### src/rtl/dac_quad_seq.sv
// Four-channel setpoint store that sequences dirty channels into 16-bit DAC command
// words. Frames are strobed no closer than XFER_CYCLES+GAP clocks apart.
module dac_quad_seq #(
    parameter int XFER_CYCLES = 64,
    parameter int GAP         = 4
) (
    input  logic        clk,
    input  logic        rst,
    input  logic        iocs,
    input  logic        iowr,
    input  logic [1:0]  ioa,
    input  logic [11:0] din,
    output logic        busy,
    output logic [3:0]  pending,
    output logic        spi_cs,
    output logic        spi_wr,
    output logic [15:0] spi_dout
);
    localparam int FRAME = XFER_CYCLES + GAP;
    localparam int CNT_W = $clog2(FRAME);
    // ISSUE plus CNT_LOAD+1 WAIT clocks gives a strobe-to-strobe spacing of FRAME
    localparam logic [CNT_W-1:0] CNT_LOAD = CNT_W'(FRAME - 2);

    typedef enum logic [1:0] {
        IDLE  = 2'd0,
        ISSUE = 2'd1,
        WAIT  = 2'd2
    } state_t;

    state_t           state_reg, state_next;
    logic [11:0]      setpoint_reg [4];
    logic [3:0]       pending_reg, pending_next;
    logic [3:0]       wr_mask, clr_mask;
    logic [CNT_W-1:0] cnt_reg, cnt_next;
    logic             spi_wr_reg, spi_wr_next;
    logic [15:0]      spi_dout_reg, spi_dout_next;
    logic [1:0]       sel_ch;
    logic [1:0]       cmd;
    logic             host_wr;

    assign host_wr = iocs & iowr;
    assign wr_mask = host_wr ? (4'b0001 << ioa) : 4'b0000;

    always_comb begin
        sel_ch = 2'd0;
        for (int i = 3; i >= 0; i--) begin
            if (pending_reg[i]) sel_ch = 2'(i);
        end
    end

    assign clr_mask = (state_reg == ISSUE) ? (4'b0001 << sel_ch) : 4'b0000;

    // A host write landing on the issue clock re-arms the channel being cleared
    generate
        for (genvar gi = 0; gi < 4; gi++) begin : g_pend
            assign pending_next[gi] = wr_mask[gi] | (pending_reg[gi] & ~clr_mask[gi]);
        end
    endgenerate

    // Update-all only when nothing is left to send after this word
    assign cmd = (pending_next == 4'b0000) ? 2'b10 : 2'b01;

    always_ff @(posedge clk) begin
        if (rst) state_reg <= IDLE;
        else     state_reg <= state_next;
    end

    always_comb begin
        state_next = state_reg;
        case (state_reg)
            IDLE:    if (|pending_reg) state_next = ISSUE;
            ISSUE:   state_next = WAIT;
            WAIT:    if (cnt_reg == '0) state_next = (|pending_reg) ? ISSUE : IDLE;
            default: state_next = IDLE;
        endcase
    end

    always_comb begin
        spi_wr_next   = 1'b0;
        spi_dout_next = spi_dout_reg;
        cnt_next      = cnt_reg;
        case (state_reg)
            ISSUE: begin
                spi_wr_next   = 1'b1;
                spi_dout_next = {cmd, sel_ch, setpoint_reg[sel_ch]};
                cnt_next      = CNT_LOAD;
            end
            WAIT: begin
                if (cnt_reg != '0) cnt_next = cnt_reg - 1'b1;
            end
            default: ;
        endcase
    end

    always_ff @(posedge clk) begin
        if (rst) begin
            pending_reg  <= 4'b0000;
            cnt_reg      <= '0;
            spi_wr_reg   <= 1'b0;
            spi_dout_reg <= 16'h0000;
            for (int i = 0; i < 4; i++) setpoint_reg[i] <= 12'h000;
        end else begin
            pending_reg  <= pending_next;
            cnt_reg      <= cnt_next;
            spi_wr_reg   <= spi_wr_next;
            spi_dout_reg <= spi_dout_next;
            for (int i = 0; i < 4; i++) begin
                if (wr_mask[i]) setpoint_reg[i] <= din;
            end
        end
    end

    assign busy     = (state_reg != IDLE) | (|pending_reg);
    assign pending  = pending_reg;
    assign spi_cs   = spi_wr_reg;
    assign spi_wr   = spi_wr_reg;
    assign spi_dout = spi_dout_reg;

endmodule

### config.mk
export PLATFORM = sky130hd
export DESIGN_NAME = dac_quad_seq
export DESIGN_NICKNAME = d
export VERILOG_FILES = /design/src/rtl/dac_quad_seq.sv
export SDC_FILE = /design/constraint.sdc
export NUM_CORES = 1
export LEC_CHECK = 0
export CORE_MARGIN = 2
export CORE_UTILIZATION = 58
export CTS_BUF_LIST = sky130_fd_sc_hd__clkbuf_4 sky130_fd_sc_hd__clkbuf_8
export DETAILED_ROUTE_END_ITERATION = 10
export PLACE_DENSITY = 0.82
export SLEW_MARGIN = 20
export SYNTH_ARGS = -nofsm -noshare
export SYNTH_HDL_FRONTEND = slang
export SYNTH_SLANG_ARGS = --single-unit
### constraint.sdc
create_clock -name clk -period 2.43 [get_ports clk]
set_input_delay 0.243 -clock clk [delete_from_list [all_inputs] [get_ports clk]]
set_output_delay 0.243 -clock clk [all_outputs]
set_load 0.01 [all_outputs]
After elaboration in Yosys (flattened, before gate mapping)
Memory sizes are Yosys's and may differ from the RTL's. A register that Yosys moved wholly into a read port is not among the register bits.
Index checks and enable logic that the tools add are counted.
Word-level totals
  memories: 1
  output and inout port bits: 23
  logic and storage cells: 73
  RAM bits: 48
  bits in registers: 30
  latch bits: 0
  bits in read-only memories: 0
Memories
  setpoint_reg: depth 4, width 12, read ports 1, clocked after Yosys merged registers in 1, write ports 4, line 31  | logic [11:0] setpoint_reg [4];
Cells by class
  mux-type cells: 32
  shift operators: 2
  $lt $le $gt $ge: 0
  equal/unequal tests: 5
  multiply operators: 0
  div/mod/pow operators: 0
  bitwise logic cells: 18
  reduce and logical (&&, ||, !) cells: 9
  add/sub/neg operators: 1
Operators with widths (count)
  12-bit 2-to-1 mux: 4
  1-bit 2-to-1 mux: 16
  2-bit 2-to-1 mux: 7
  7-bit one-hot mux with 2 select lines: 1
  1-bit OR: 9
  4-bit 2-to-1 mux: 2
  1-bit by 2-bit << shifter with 4-bit output, first input constant: 2
  7-bit logical NOT: 1
  7-bit 2-to-1 mux: 1
  7-bit nonzero test: 1
  7-bit by 1-bit subtractor with 7-bit output, second input constant: 1
  2-bit != test, second input constant: 3
  2-bit one-hot mux with 3 select lines: 1
  1-bit bitwise AND: 5
  4-bit logical NOT: 1
  1-bit NOT: 4
  2-bit AND reduction: 2
  2-bit nonzero test: 2
  4-bit OR reduction: 1
  2-bit by 1-bit == test with 1-bit output, second input constant: 1
  2-bit == test, second input constant: 1
  2-bit logical NOT: 1

Logic depth before layout (Yosys ltp)
  depth in word-level cells: 11
  depth in mapped cells: 6
  depth with buffers taken out: 5

Least setup slack after synthesis
OpenSTA, ideal clock, no wires.
  path kind: input-to-reg
  start: input port iocs
  end: memory setpoint_reg[0][0] (enable)
  setup time: 401 ps
  buffers on the path: 0
  data arrival time: 1367 ps
  stages: 2
  required time: 2029 ps
  path slack: 663 ps
  cells stage by stage: nand2_1 > o31ai_1
RTL lines
  from (decl): line 9  | input logic iocs,
  to (decl): line 31

Final worst setup path
  start: register pending_reg[1], in the netlist pending[1]
  end: output port busy
Between the ends
  word-level cells in the longest chain between the ends: 2
RTL lines
  from (decl): line 32  | logic [3:0] pending_reg, pending_next;
  from (signal assigned): line 103  | pending_reg <= pending_next;
  4-bit OR reduction: line 113  | assign busy = (state_reg != IDLE) | (|pending_reg);
  1-bit OR: line 113
  to (decl): line 13  | output logic busy,
No other way between the ends.

==> impl_metrics.tcl <==
set metrics [dict create \
    max_slew_margin 0.435 \
    post-cts-setup-buffer-count 0 \
    rsz0062_at_grt "no" \
    drtPass1Iterations 5 \
    grt_overflow 0 \
    wl_mm 8.43 \
    place_hpwl_mm 5.54 \
    worstPathMaxFanout 17 \
    fp.dieH_um 82.7 \
    yosys-top-cells-area "edfxtp_1 (40%), dfxtp_1 (17%), and2_1 (8.7%), o21ai_0 (4.2%), nand3b_1 (3.3%)" \
    core-area_um2 5960 \
    slew_violations 0 \
    min_period_ns 2.32 \
    syn_avg_cell_area_um2 10.6 \
    p_per_area_nw_per_um2 683 \
    clkTransAtPathRegs_ns 0.08 \
    pwr-share-clk 0.372 \
    diodes 0 \
    swShare 0.235 \
    power.internal_mw 2.25 \
    die-width_um 82.7 \
    grt_pass1_vias 2715 \
    ys.flop_type "edfxtp_1" \
    hold_slack_ns 0.456 \
    p_leak_nw 1.50 \
    synth_cells 338 \
    rrSetupSlack_ns 0.52 \
    synth_commonest_cells "and2_1 (50), edfxtp_1 (48), dfxtp_1 (30), o21ai_0 (30)" \
    path_cells "or2_2 -> nor3_1 -> nand2_1 -> clkdlybuf4s50_1" \
    rows 28 \
    routed_via_density 6.11 \
    postCtsHoldBufs 0 \
    cts_num_sinks 78 \
    cts_tree "built" \
    fin_setup_tns_ns 0 \
    wl_per_cell_um 18.4 \
    p_comb_frac 0.109 \
    timing.final.crit_share 0.953 \
    cpMaxStageDelayCell "or2_2" \
    critPathArrivalTime_ns 2.07 \
    ys_ff_latch 78 \
    port_buffers 40 \
    drc 0 \
    ys_async_sr_fraction 0 \
    power_frac_seq 0.520 \
    syn_area_um2 3590 \
    timing.final.hold_violations 0 \
    drtAntennaViolNets 0 \
    clockRootBuffer "clkbuf_8" \
    vdd.ir_drop.worst_mv 0.551 \
    cp-start-kind "flip-flop" \
    tightest_slew_ns 0.842 \
    cts-htree-levels 3 \
    outcome "completed" \
    cts_buffer_depth 2 \
    initial_core_util 0.603 \
    critPathCaptureType "primary output" \
    p_switching_uw 690 \
    yosysSeqAreaShare 0.569 \
    nets 397 \
    cts-resized-gates 0 \
    clock_skew_ns 0.00929 \
    grt_max_degree 33 \
    ys_warn_count 0 \
    vias 2791 \
    drt_iter0_markers 239 \
    insertion_delay_ns 0.35 \
    min_path_type "reg -> reg" \
    die_area_um2 6830 \
    place_congestion 0.807 \
    path_class "reg -> out" \
    syn_nets 358 \
    cpPeakStageDelay_ns 0.50 \
    synth_top_area_cell "edfxtp_1" \
    numCtsBuffers 9 \
    ioPinCount 41 \
    largest_register_ffs 48 \
    finalSetupViolCount 0 \
    crit_required_ns 2.19 \
    maxCapViolCount 0 \
    synth-edff-count 48 \
    synth.most_common_cell "and2_1" \
    syn_to_final_growth_pct 19.8 \
    track_usage 0.277 \
    fmax_mhz 432 \
    drive_gt1_frac 0.0995 \
    grt_pass1_wl_mm 13.6 \
    antenna_found_initial 0 \
    yosysUniqueCellTypes 42 \
    yosysTopAreaCellShare 0.402 \
]
metal layers:
layer | vias up | wire length (um) | global-route usage
met5 | - | 0 | 0
met4 | 0 | 116 | 0.0689
met3 | 18 | 540 | 0.0902
met2 | 117 | 4420 | 0.484
met1 | 1347 | 3350 | 0.330
li1 | 1309 | - | -
stage by stage:
step / std cells / cell area, um^2 / total power, mW / setup slack, ns / util
after global placement: 441 / 4070 / 1.86 / 0.401 / 0.683
after CTS: 457 / 4300 / 2.95 / 0.105 / 0.722
final: 457 / 4300 / 2.94 / 0.115 / 0.722
after global routing: 457 / 4300 / 3.05 / 0.0409 / 0.722
after floorplan: 338 / 3590 / 1.72 / 0.663 / -
after detailed placement: 441 / 4070 / 1.87 / 0.502 / 0.684
worst max-delay path: cells and delay by family, from the launching register on:
family / cells / cell delay (ns)
flip-flops: 1 / 0.39
AND/OR/NAND/NOR: 3 / 0.85
buffers and inverters: 1 / 0.48
power by group through the flow:
stage	Clock [mW]	Sequential, mW	Combinational, mW
floorplan	0	1.55	0.166
global placement	0	1.55	0.307
detailed placement	0	1.56	0.317
CTS	1.11	1.53	0.320
global route	1.16	1.54	0.347
finish	1.09	1.53	0.320
cell type report:
class                           count  area, um^2
Inverter                            6        22.5
Clock inverter                      5        82.6
Multi-Input combinational cell    228        1410
Tap cell                           75        93.8
Clock buffer                       11         145
Fill cell                         436        1650
Sequential cell                    78        2040
Timing Repair Buffer               54         505
path summary, 6_finish.rpt:
kind,start,end,cells past startpoint
min,spi_dout[12]$_SDFFE_PP0P_,spi_dout[12]$_SDFFE_PP0P_,2
min reg2reg,spi_dout[12]$_SDFFE_PP0P_,spi_dout[12]$_SDFFE_PP0P_,2
max reg2reg,state_reg[0]$_SDFFE_PP0P_,spi_dout[14]$_SDFFE_PP0P_,4
max,pending[1]$_SDFF_PP0_,busy,4
layout by cell type (no fill, tap or decap), types with 2 or more instances in the layout:
master and instances:
inv_1 6, edfxtp_1 48, or4b_1 2, buf_4 14, or2_2 2, bufinv_16 2, nand2b_1 2, nor2b_1 4
a211o_1 2, nand3_1 3, a21o_1 13, nor4b_1 3, clkdlybuf4s50_1 40, nor2_1 7, a21oi_1 22, and2_1 50
clkbuf_8 10, o2111ai_1 2, clkinv_4 2, dfxtp_1 30, nor3b_1 3, o21ai_0 30, ha_1 2, o211ai_1 4
nor3_1 4, nand2_1 22, nor4_1 3, a31oi_1 16, nand3b_1 16
cells by family (layout without fill, tap and decap cells):
| family | after synthesis | in the layout | synth area share |
|---|---|---|---|
| and+or+nand+nor | 127 | 127 | 0.212 |
| AOI/OAI and AO/OA | 96 | 96 | 0.163 |
| buffers and inverters | 32 | 76 | 0.0411 |
| DFF | 78 | 78 | 0.569 |
| adders and majority gates | 3 | 3 | 0.00976 |
| xor gates and xnor gates | 1 | 1 | 0.00244 |
| muxes | 1 | 1 | 0.00279 |
Note: power is estimated with default switching activity, not from simulation.
